==> config.mk <==
export PLATFORM = sky130hd
export DESIGN_NAME = clock_div_ctrl
export DESIGN_NICKNAME = d
export VERILOG_FILES = /design/src/rtl/clock_div_pkg.sv /design/src/rtl/clock_div_counter.sv /design/src/rtl/clock_div_ctrl.sv
export SDC_FILE = /design/constraint.sdc
export NUM_CORES = 1
export LEC_CHECK = 0
export ABC_AREA = 1
export CORE_ASPECT_RATIO = 0.7
export CORE_MARGIN = 2
export CORE_UTILIZATION = 36
export CTS_CLUSTER_DIAMETER = 150
export DETAILED_ROUTE_END_ITERATION = 10
export GPL_TIMING_DRIVEN = 0
export SYNTH_ARGS = -nofsm -noshare
export SYNTH_HDL_FRONTEND = slang
export SYNTH_SLANG_ARGS = --single-unit
==> constraint.sdc <==
create_clock -name clock -period 3.5 [get_ports clock]
set_input_delay 0.7 -clock clock [delete_from_list [all_inputs] [get_ports clock]]
set_output_delay 0.7 -clock clock [all_outputs]
set_load 0.005 [all_outputs]
==> src/rtl/clock_div_pkg.sv <==
`default_nettype none
// +----------------------------------------------------------------------+
// | Module      : clock_div_pkg                                          |
// | Description : Shared types, defaults and helpers for the clock-      |
// |               divide sequencer (state encoding, ratio width,         |
// |               half-period rounding).                                 |
// | Revision    : 1.0 - initial release                                  |
// +----------------------------------------------------------------------+
package clock_div_pkg;

   // Default width of the divide ratio; legal ratios are 1..2^DIV_W-1.
   localparam int unsigned C_DIV_W = 8;

   // Controller states: idle, dividing, dividing with a ratio queued.
   typedef enum logic [1:0] {
      STOP = 2'd0,
      RUN  = 2'd1,
      PEND = 2'd2
   } state_t;

   // ceil(n/2): number of high cycles of the divided level for ratio n.
   // Evaluated at 32 bits so any ratio width below 32 cannot overflow.
   function automatic logic [31:0] half_up(input logic [31:0] n);
      return (n + 32'd1) >> 1;
   endfunction

endpackage
`default_nettype wire

==> src/rtl/clock_div_counter.sv <==
`default_nettype none
// +----------------------------------------------------------------------+
// | Module      : clock_div_counter                                      |
// | Description : Period counter for the clock-divide sequencer. Counts  |
// |               0..cur_div-1 while enabled, flags the last cycle of    |
// |               each period and decodes clk_en / div_level.            |
// | Revision    : 1.0 - initial release                                  |
// +----------------------------------------------------------------------+
module clock_div_counter
   import clock_div_pkg::*;
#(
   parameter int DIV_W = C_DIV_W
) (
   input  logic             clock,
   input  logic             reset_n,
   input  logic             enable,
   input  logic [DIV_W-1:0] cur_div,
   output logic             wrap,
   output logic             clk_en,
   output logic             div_level
);

   logic [DIV_W-1:0] cnt_q;
   logic [DIV_W-1:0] cnt_d;
   logic             w_last;
   logic             w_first;
   logic             w_high;

   // Decode period position; cur_div is never zero so cur_div-1 cannot underflow
   always_comb begin
      w_last  = (cnt_q == (cur_div - DIV_W'(1)));
      w_first = (cnt_q == '0);
      w_high  = (32'(cnt_q) < half_up(32'(cur_div)));
      if (!enable) begin
         cnt_d = '0;
      end else if (w_last) begin
         cnt_d = '0;
      end else begin
         cnt_d = cnt_q + DIV_W'(1);
      end
      wrap      = enable & w_last;
      clk_en    = enable & w_first;
      div_level = enable & w_high;
   end

   // Period counter; held at zero while stopped so a restart begins a fresh period
   always_ff @(posedge clock or negedge reset_n) begin
      if (!reset_n) begin
         cnt_q <= '0;
      end else begin
         cnt_q <= cnt_d;
      end
   end

endmodule
`default_nettype wire

==> src/rtl/clock_div_ctrl.sv <==
`default_nettype none
// +----------------------------------------------------------------------+
// | Module      : clock_div_ctrl                                         |
// | Description : Runtime-programmable clock-enable divider. Emits a     |
// |               one-cycle enable every N cycles plus a divided level,  |
// |               and applies ratio changes only at period boundaries.   |
// | Revision    : 1.0 - initial release                                  |
// +----------------------------------------------------------------------+
module clock_div_ctrl
   import clock_div_pkg::*;
#(
   parameter int DIV_W       = C_DIV_W,
   parameter int DEFAULT_DIV = 3
) (
   input  logic             clock,
   input  logic             reset_n,
   input  logic             run,
   input  logic             req_valid,
   output logic             req_ready,
   input  logic [DIV_W-1:0] req_div,
   output logic             req_err,
   output logic             clk_en,
   output logic             div_level,
   output logic [DIV_W-1:0] cur_div,
   output logic             active
);

   state_t           state_q;
   state_t           state_d;
   logic [DIV_W-1:0] cur_div_q;
   logic [DIV_W-1:0] cur_div_d;
   logic [DIV_W-1:0] pend_div_q;
   logic [DIV_W-1:0] pend_div_d;
   logic             req_err_q;
   logic             req_err_d;
   logic             req_ready_q;
   logic             req_ready_d;
   logic             active_q;
   logic             active_d;

   logic             w_enable;
   logic             w_wrap;
   logic             w_xfer;
   logic             w_zero;
   logic             w_take;

   assign w_enable = (state_q != STOP);

   clock_div_counter #(
      .DIV_W (DIV_W)
   ) u_counter (
      .clock     (clock),
      .reset_n   (reset_n),
      .enable    (w_enable),
      .cur_div   (cur_div_q),
      .wrap      (w_wrap),
      .clk_en    (clk_en),
      .div_level (div_level)
   );

   // Next-state, ratio update and handshake decisions
   always_comb begin
      state_d    = state_q;
      cur_div_d  = cur_div_q;
      pend_div_d = pend_div_q;
      w_xfer     = req_valid & req_ready_q;
      w_zero     = (req_div == '0);
      w_take     = w_xfer & ~w_zero;
      req_err_d  = w_xfer & w_zero;

      case (state_q)
         STOP: begin
            // No period in flight, so a new ratio can take effect at once
            if (w_take) begin
               cur_div_d = req_div;
            end
            if (run) begin
               state_d = RUN;
            end
         end
         RUN: begin
            if (w_wrap) begin
               if (w_take) begin
                  cur_div_d = req_div;
               end
               if (!run) begin
                  state_d = STOP;
               end
            end else if (w_take) begin
               pend_div_d = req_div;
               state_d    = PEND;
            end
         end
         PEND: begin
            if (w_wrap) begin
               cur_div_d  = pend_div_q;
               pend_div_d = '0;
               state_d    = run ? RUN : STOP;
            end
         end
         default: begin
            state_d = STOP;
         end
      endcase

      req_ready_d = (state_d != PEND);
      active_d    = (state_d != STOP);
   end

   // Controller state and registered status outputs
   always_ff @(posedge clock or negedge reset_n) begin
      if (!reset_n) begin
         state_q     <= STOP;
         cur_div_q   <= DIV_W'(DEFAULT_DIV);
         pend_div_q  <= '0;
         req_err_q   <= 1'b0;
         req_ready_q <= 1'b1;
         active_q    <= 1'b0;
      end else begin
         state_q     <= state_d;
         cur_div_q   <= cur_div_d;
         pend_div_q  <= pend_div_d;
         req_err_q   <= req_err_d;
         req_ready_q <= req_ready_d;
         active_q    <= active_d;
      end
   end

   assign req_ready = req_ready_q;
   assign req_err   = req_err_q;
   assign cur_div   = cur_div_q;
   assign active    = active_q;

endmodule
`default_nettype wire

==> impl_results.md <==
* Layout Nets at ~370
* Overall Power at between 2 and 2.5 mW
* Synth area leaders: dfrtp_1 30%, nand2_1 18%, nand3_1 8.3%
* Synth top area share at 0.298
* Outcome: finished clean
* Critical Path Start Type: flip-flop
* Synth top cells by count: 107 x nand2_1, 36 x nand3_1, 34 x nor2_1
* Post-synthesis sequential area ratio at 0.334
* IO Count at 25
* Die H at approximately 70 um
* Synthesized flop and latch total at 29
* Fmax at 0.300 GHz
* Starting Density at 0.377
* Clock-pin slew on the worst setup and hold paths at ~0.070 ns
* Hold-fix buffer count after cts at 0
* Int Power at approximately 1.2 mW
* Fin Hold WS at about 0.44 ns
* Diodes inserted at 0
* Vias in the first global route at 1885
* PnR worst setup slack at roughly 0.16 ns
* DRC Markers at 0
* Placed Instance Area at about 0.0025 sq mm
* Worst Tran Pin Value at 0.680 ns
* CP arrival at 2.64 ns
* Post-DP HPWL at ~4300 um
* Largest area contributor in the netlist: dfrtp_1
* Remaining antenna violation count at 0
* Mapped Area at 0.00218 sq mm
* Via/cell ratio at roughly 4.9
* H-tree depth at 2
* Global-route wire length before repair at roughly 9400 um
* Number of core rows at 23
* Core area at 0.00578 sq mm
* Crit Path Max Fanout at 3
* TritonCTS clock tree: built
* Comb power frac at 0.627
* Leak at 1.31 nW
* CTS sink count at 29
* Share of power burned in the clock network at 0.124
* Maximum VDD drop at ~0.00048 V
* Final setup viols at 0
* Share of synthesized flip-flops with an asynchronous set or reset at 1.00
* Cell with the most instances after synthesis: nand2_1
* CP endpoint kind: primary output
* Rel. slew slack at 0.547
* Layout cells sized above 1 at 0.140
* Setup CP Type: flip-flop to primary output
* Worst path max stage delay at approximately 0.54 ns
* MaxCap Viol Count at 0
* Sw frac at 0.484
* Largest net degree at the start of global routing at 30
* Final wirelength at 5640 um
* Max Slew Vio Count at 0
* Port Buffers at 24
* WP buf/inv at 4
* GPL Wtd Cong at 0.858
* Sequential power share at 0.249
* P_sw at 1.08 mW
* Count of different cell masters after synthesis at 33
* Vias at roughly 2100
* Synthesized instance count at about 310
* Finished Layout Cells at 426
* Post-route cell area at approximately 0.0027 sq mm
* Num CTS Buffers at 5
* CP max-delay cell: dfstp_2
* Placed Cells at between 400 and 500
* Top delay family on crit path: simple AND/OR/NAND/NOR gates
* Final Critical Period at 3.34 ns
* Critical path cell sequence: inv_2 -> nor3_2 -> inv_1 -> nor2_2 -> inv_2 -> nor2_4 -> nand2_1 -> xor2_1 -> ha_1 -> a21oi_2 -> o21a_1 -> nand2_1 -> a211oi_2 -> buf_2
* 1st-pass router iterations at 5
* Pwr Density at 844 mW/mm^2
* Final period util at 0.953
* Chip width at approximately 97 um
* Hold crit path type: input port to asynchronous set/reset pin
* Critical Path RT at around 2.8 ns
* Clock Tree Buf Depth at 2
* CTS root buf: clkbuf_8
* Mapped Nets at 337
* Pre-CTS setup slack at -0.111 ns
* Ys flop type: dfrtp_1
* Final hold violation count at 0
* Layout area overhead at 21.7%
* Worst Skew at 0.00917 ns
* Grt total ovfl at 0
* WL/cell at about 13 um
* EDFF count, synth at 0
* Final TNS setup at 0 ns
* Initial antenna violation count at 0
* YS warnings at 0
* Die area at 0.00671 sq mm
* Clock Latency Late Sink at between 0.2 and 0.3 ns
* Fin util at 0.459
* Syn Area/Cell at about 7 sq um
* GRT Util Overall at 0.175
* Drt first-iter violations at approximately 170
==> final timing paths <==
path	from	endpoint	slack (ns)	depth (start not counted)
worst max register to register	cur_div[0]	pend_div_q[1]	1.16	11
worst min-delay path	reset_n	u_counter.cnt_q[7]	0.44	1
worst min register to register	pend_div_q[4]	pend_div_q[4]	0.50	2
worst max-delay path	cur_div[1]	div_level	0.16	14
max in group asynchronous	reset_n	pend_div_q[1]	2.61	1
min in group clock	pend_div_q[4]	pend_div_q[4]	0.50	2
==> placed cells by master, fill, tap and decap left out, drive strengths merged <==
master / Yosys / final
clkdlybuf4s50: 0 / 22
nand2: 111 / 111
clkinv: 1 / 3
nand4: 15 / 15
buf: 7 / 14
a21oi: 4 / 4
nand3: 37 / 37
nor4: 1 / 1
o211ai: 1 / 1
clkbuf: 4 / 10
o21a: 1 / 1
nor3: 3 / 3
dfstp: 3 / 3
ha: 11 / 11
inv: 29 / 29
o21ai: 4 / 4
nand3b: 1 / 1
xor2: 8 / 8
nor2: 41 / 41
nor3b: 1 / 1
xnor2: 4 / 4
a211oi: 1 / 1
dfrtp: 26 / 26
==> power by group through the flow <==
stage               logic [mW]  clock network, mW  registers [mW]
floorplan                0.933                  0           0.563
global placement          1.32                  0           0.580
detailed placement        1.32                  0           0.581
CTS                       1.36              0.288           0.560
global route              1.58              0.305           0.580
finish                    1.40              0.278           0.558
==> metal layers <==
metal / GRT usage / routed length [um] / up-vias
li1: - / - / 1084
met1: 0.294 / 3190 / 951
met2: 0.218 / 2120 / 56
met3: 0.0385 / 301 / 3
met4: 0.0376 / 27 / 0
met5: 0 / 0 / -
==> layout make-up <==
cell class                 count  area [sq um]
tap                           75          93.8
timing repair buffer          29           268
sequential                    29           729
buffer                        11          73.8
multi-input combinational    244          1290
inverter                      30           115
clock inverter                 2          10.0
clock buffer                   6          72.6
fill                         569          3130
==> registers in the layout (all words and copies together), names as in the netlist <==
name / flops
state_q: 2
active: 1
req_ready: 1
pend_div_q: 8
req_err: 1
cur_div: 8
u_counter.cnt_q: 8
==> timing repair <==
action                     4_1_cts  5_1_grt
setup endpoints to repair        1        1
pin swaps                        1        4
gates resized for setup          6        7
setup buffers                    2        3
==> cells by family after synthesis <==
kind of cell    after synthesis  share of synthesized area
fa+ha+maj                    11                     0.0631
xor+xnor                     12                     0.0482
compound gates               11                     0.0287
flops                        29                      0.334
simple gates                210                      0.440
buf+inv                      41                     0.0855
Power figures use the tool's default switching activity.
